## src/rtl/ifetch_stage.sv

```systemverilog
// Instruction-fetch stage: owns the PC, drives it to imem and captures PC/inst/status into IF/ID.
// Latency: imem_pc is combinational from pc_q; the fetched word appears in IF/ID one cycle later.
// Backpressure: stall holds PC, IF/ID, halt flag and counter; redirect overrides stall and squashes.
//
// Ports:
//   clk, rst_n           core clock, synchronous active-low reset
//   imem_pc / imem_inst  fetch address out, instruction word back in the same cycle
//   stall                decode cannot accept this cycle
//   redirect(_target)    taken branch/jump: load new PC and squash IF/ID
//   if_id_*              IF/ID pipeline register (pc, inst, valid, err)
//   fetch_halted         fetch parked on a fault until the next redirect
//   fetch_cnt            number of valid instructions captured into IF/ID
module ifetch_stage #(
    parameter logic [31:0] RESET_PC       = 32'h0000_0000,
    parameter int          IMEM_ADDR_BITS = 20,
    parameter logic [31:0] NOP_INST       = 32'h0000_0013
) (
    input  logic        clk,
    input  logic        rst_n,
    output logic [31:0] imem_pc,
    input  logic [31:0] imem_inst,
    input  logic        stall,
    input  logic        redirect,
    input  logic [31:0] redirect_target,
    output logic [31:0] if_id_pc,
    output logic [31:0] if_id_inst,
    output logic        if_id_valid,
    output logic [1:0]  if_id_err,
    output logic        fetch_halted,
    output logic [31:0] fetch_cnt
);

    localparam logic [1:0] ERR_NONE = 2'b00;
    localparam logic [1:0] ERR_MIS  = 2'b01;
    localparam logic [1:0] ERR_OOR  = 2'b10;

    // Bits of the PC that are backed by instruction memory. Built as a mask so
    // IMEM_ADDR_BITS=32 (whole address space backed) needs no empty slice.
    localparam logic [31:0] ADDR_MASK = (IMEM_ADDR_BITS >= 32) ? 32'hFFFF_FFFF
                                      : ((32'd1 << IMEM_ADDR_BITS) - 32'd1);

    logic [31:0] pc_q,       pc_d;
    logic [31:0] id_pc_q,    id_pc_d;
    logic [31:0] id_inst_q,  id_inst_d;
    logic        id_valid_q, id_valid_d;
    logic [1:0]  id_err_q,   id_err_d;
    logic        halted_q,   halted_d;
    logic [31:0] cnt_q,      cnt_d;

    logic        mis;
    logic        oor;
    logic [1:0]  fault_code;

    assign mis        = (pc_q[1:0] != 2'b00);
    assign oor        = ((pc_q & ~ADDR_MASK) != 32'd0);
    // Misalignment wins when both faults apply.
    assign fault_code = mis ? ERR_MIS : (oor ? ERR_OOR : ERR_NONE);

    always_comb begin
        pc_d       = pc_q;
        id_pc_d    = id_pc_q;
        id_inst_d  = id_inst_q;
        id_valid_d = id_valid_q;
        id_err_d   = id_err_q;
        halted_d   = halted_q;
        cnt_d      = cnt_q;

        if (redirect) begin
            // Squashed slot keeps the old if_id_pc; it is accepted even under stall.
            pc_d       = redirect_target;
            id_inst_d  = NOP_INST;
            id_valid_d = 1'b0;
            id_err_d   = ERR_NONE;
            halted_d   = 1'b0;
        end else if (stall) begin
            // hold everything
        end else if (halted_q) begin
            // Fault entry was already presented once; bubble until redirected.
            id_inst_d  = NOP_INST;
            id_valid_d = 1'b0;
            id_err_d   = ERR_NONE;
        end else if (fault_code != ERR_NONE) begin
            // imem_inst is not trusted here (memory may float it on misaligned fetch).
            id_pc_d    = pc_q;
            id_inst_d  = NOP_INST;
            id_valid_d = 1'b0;
            id_err_d   = fault_code;
            halted_d   = 1'b1;
        end else begin
            id_pc_d    = pc_q;
            id_inst_d  = imem_inst;
            id_valid_d = 1'b1;
            id_err_d   = ERR_NONE;
            pc_d       = pc_q + 32'd4;
            cnt_d      = cnt_q + 32'd1;
        end
    end

    always_ff @(posedge clk) begin
        if (!rst_n) begin
            pc_q       <= RESET_PC;
            id_pc_q    <= 32'd0;
            id_inst_q  <= NOP_INST;
            id_valid_q <= 1'b0;
            id_err_q   <= ERR_NONE;
            halted_q   <= 1'b0;
            cnt_q      <= 32'd0;
        end else begin
            pc_q       <= pc_d;
            id_pc_q    <= id_pc_d;
            id_inst_q  <= id_inst_d;
            id_valid_q <= id_valid_d;
            id_err_q   <= id_err_d;
            halted_q   <= halted_d;
            cnt_q      <= cnt_d;
        end
    end

    assign imem_pc      = pc_q;
    assign if_id_pc     = id_pc_q;
    assign if_id_inst   = id_inst_q;
    assign if_id_valid  = id_valid_q;
    assign if_id_err    = id_err_q;
    assign fetch_halted = halted_q;
    assign fetch_cnt    = cnt_q;

endmodule

```

## config.mk

```make
export PLATFORM = sky130hd
export DESIGN_NAME = ifetch_stage
export DESIGN_NICKNAME = d
export VERILOG_FILES = /design/src/rtl/ifetch_stage.sv
export SDC_FILE = /design/constraint.sdc
export NUM_CORES = 1
export LEC_CHECK = 0
export CAP_MARGIN = 20
export CORE_AREA = 4 4 102 128
export CTS_CLUSTER_SIZE = 28
export DETAILED_ROUTE_END_ITERATION = 6
export DIE_AREA = 0 0 106 132
export GPL_TIMING_DRIVEN = 0
export PLACE_DENSITY = 0.84
export SLEW_MARGIN = 20
export SYNTH_ARGS = -nofsm -noshare
export SYNTH_HDL_FRONTEND = slang
export SYNTH_SLANG_ARGS = --single-unit
```

## constraint.sdc

```tcl
create_clock -name clk -period 3.19 [get_ports clk]
set_input_delay 0.7975 -clock clk [delete_from_list [all_inputs] [get_ports clk]]
set_output_delay 0.7975 -clock clk [all_outputs]
set_load 0.03 [all_outputs]
```

==> summary.md <==
| Metric | Value |
|---|---|
| Status | `completed` |
| Yosys top cell by area | `dfxtp_1` |
| Hold Startpoint | `if_id_pc[6]` |
| I/O Buffers | `198` |
| Vias per inst | `5.72` |
| Largest net degree at the start of global routing | `17` |
| Vias | `6069` |
| Post-synth top area share | `0.464` |
| Hold Path Cell Cnt | `2` |
| Critical path required time | `3.47 ns` |
| Root cell of the clock tree | `clkbuf_16` |
| Seq/Total Area, Yosys | `0.464` |
| Post-DP HPWL | `13500 µm` |
| Layout area overhead | `49.9%` |
| RD Place Congestion | `0.843` |
| Htree depth | `4` |
| Ant. Diodes | `0` |
| Die Height | `132 µm` |
| Number of synthesized flops with an enable pin | `0` |
| VDD IR-drop max | `373 µV` |
| Synth warn | `0` |
| Minimum clock period | `2.62 ns` |
| Final instance area | `8530 µm²` |
| DR iter-0 viols | `351` |
| Pleak | `2.86 nW` |
| WL per Instance | `17.8 µm` |
| Synth area leaders | `dfxtp_1 46%, nand2_1 6.8%, mux2i_1 4.8%, a21oi_1 4.6%, a22oi_1 3.8%` |
| WL met2 | `9490 µm` |
| Die extent in x | `106 µm` |
| Asr flop ratio synth | `0` |
| DR WL met3 | `1680 µm` |
| Final setup vio count | `0` |
| Power density over the cells | `516 nW/µm²` |
| Remaining DRCs | `0` |
| Final Skew | `0.0108 ns` |
| First-pass GRT wire length | `29800 µm` |
| TritonCTS clock tree | `done` |
| Max-cap violations | `0` |
| Crit start category | `input port` |
| Hold endpoint | `if_id_pc[6]` |
| Critical path class | `in -> reg` |
| Post-DRT Antenna Nets | `0` |
| Unique masters post-synth | `48` |
| Max-slew headroom | `0.572` |
| Drt first pass iters | `5` |
| Synth Cell Area | `5690 µm²` |
| Max Fclk | `381 MHz` |
| Post-CTS sizing | `0` |
| Highest routed layer | `met4` |
| Max-slew violations | `0` |
| Clk buf depth | `2` |
| DRT met1 WL | `7060 µm` |
| Vias in the first global route | `5814` |
| Final Hold Violating Endpoints | `0` |
| Post-CTS Setup Bufs | `0` |
| Ys flop type | `dfxtp_1` |
| Worst Path Max Fanout | `10` |
| Arr. time, crit path | `2.90 ns` |
| Clock buffer count from CTS | `17` |
| Layout cells sized above 1 | `0.0524` |
| I/O Pins | `200` |
| Initial antenna violation count | `0` |
| Initial core utilization | `0.477` |
| Most frequent cell after synthesis | `dfxtp_1` |
| Crit. End Element | `flop` |
| Slew @ Worst Pin | `0.641 ns` |
| Hold-fix buffers, CTS | `0` |
| RSZ-0062 raised after global routing | `no` |
| Rows | `45` |
| Fin Setup TNS | `0 ns` |
| Mapped Cells | `667` |
| Clk_lat worst skew | `0.42 ns` |
| Crit share post-route | `0.822` |
| Core area | `11900 µm²` |
| Grt total ovfl | `0` |
| TritonCTS Sinks | `132` |
| Synthesized area per cell | `8.53 µm²` |
| Overall global routing resource usage | `0.264` |
| R2R Path End | `fetch_cnt[6]` |
| Yosys reg bits | `132` |
| FF-to-FF setup slack | `0.80 ns` |
| Synth cell count leaders | `132 x dfxtp_1, 103 x nand2_1, 55 x nor2_1` |
| Die area | `14000 µm²` |
| Critical R2R Launch | `imem_pc[25]` |
| Placed cell area | `7880 µm²` |
| Nets@finish | `954` |
| Worst Hold Class | `reg -> reg` |
| Worst-path clk slew | `0.06 ns` |
| Mapped Nets | `737` |
| R2R depth | `6` |
| Drt total wl | `18900 µm` |
worst max-delay path: stages:
cell and delay, ns:
clkdlybuf4s50_1 0.50, clkbuf_1 0.36, clkbuf_1 0.38, clkbuf_1 0.55
mux2i_1 0.25, nor2_1 0.06
cell families (layout without fill, tap and decap cells):
kind of cell,after synthesis,after routing,synth area share
AND/OR/NAND/NOR,294,294,0.273
adder cells (fa/ha/maj),2,2,0.00440
XOR/XNOR,1,1,0.00154
multiplexers,27,27,0.0475
flip-flops,132,132,0.464
AO/OA/AOI/OAI,151,151,0.166
buffers and inverters,60,290,0.0431
layout make-up:
type / count / area [µm²]
well taps: 164 / 205
plain buffers: 52 / 215
repair buffers: 198 / 1980
clock inverters: 14 / 225
multi-input cells: 475 / 2800
inverters: 8 / 30.0
fillers: 945 / 3410
flip-flops and latches: 132 / 2640
clock buffers: 18 / 429
layer usage:
layer	GRT usage	vias to the layer above
li1	-	2856
met1	0.299	2878
met2	0.450	282
met3	0.0808	53
met4	0.124	0
met5	0	-
placed cells by master, fill, tap and decap left out, types with 4 or more instances in the layout:
| cell type | Yosys | layout |
|---|---|---|
| o21ai_0 | 24 | 24 |
| mux2i_1 | 27 | 27 |
| nor4_4 | 4 | 4 |
| nor2_1 | 55 | 55 |
| dfxtp_1 | 132 | 132 |
| nor3_1 | 9 | 9 |
| nand3_1 | 16 | 16 |
| and4_1 | 12 | 12 |
| nor4_1 | 15 | 15 |
| buf_1 | 4 | 4 |
| a31oi_1 | 9 | 9 |
| inv_1 | 6 | 6 |
| o41ai_1 | 4 | 4 |
| nand2b_1 | 17 | 17 |
| clkbuf_16 | 0 | 17 |
| buf_2 | 6 | 6 |
| a22oi_1 | 29 | 29 |
| nand4_1 | 20 | 20 |
| and3_1 | 6 | 6 |
| a21oi_1 | 52 | 52 |
| clkdlybuf4s50_1 | 0 | 198 |
| or3_1 | 9 | 9 |
| or4_1 | 13 | 13 |
| bufinv_16 | 0 | 5 |
| o31ai_1 | 12 | 12 |
| nand2_1 | 103 | 103 |
| clkbuf_1 | 39 | 40 |
worst max-delay path by stage:
stage	start	endpoint	depth (start not counted)
3_3_place_gp	rst_n	imem_pc[12]	6
5_1_grt	redirect	imem_pc[1]	6
4_1_cts	redirect	imem_pc[21]	6
6_report	redirect	imem_pc[21]	6
2_1_floorplan	stall	fetch_cnt[16]	7
3_5_place_dp	rst_n	imem_pc[20]	6
flip-flops by register name, indices dropped and copies added, names as in the netlist:
| name | cells |
|---|---|
| fetch_cnt | 32 |
| if_id_inst | 32 |
| if_id_pc | 32 |
| imem_pc | 32 |
| if_id_err | 2 |
| fetch_halted | 1 |
| if_id_valid | 1 |
per-stage QoR:
step	cells	setup slack [ns]	hold slack (ns)	power [mW]	util
3_3_place_gp	1029	0.215	0.441	2.26	0.660
6_report	1061	0.568	0.456	4.40	0.715
2_1_floorplan	667	0.848	0.581	2.02	-
3_5_place_dp	1029	0.207	0.446	2.26	0.660
5_1_grt	1061	0.403	0.473	4.53	0.715
4_1_cts	1061	0.620	0.457	4.41	0.715
report_power, final:
part	total, mW	internal [mW]	switching [mW]
logic	0.486	0.213	0.273
registers	1.75	1.69	0.0573
clock network	2.16	1.40	0.767
No activity file was read; power rests on OpenSTA's default activity.
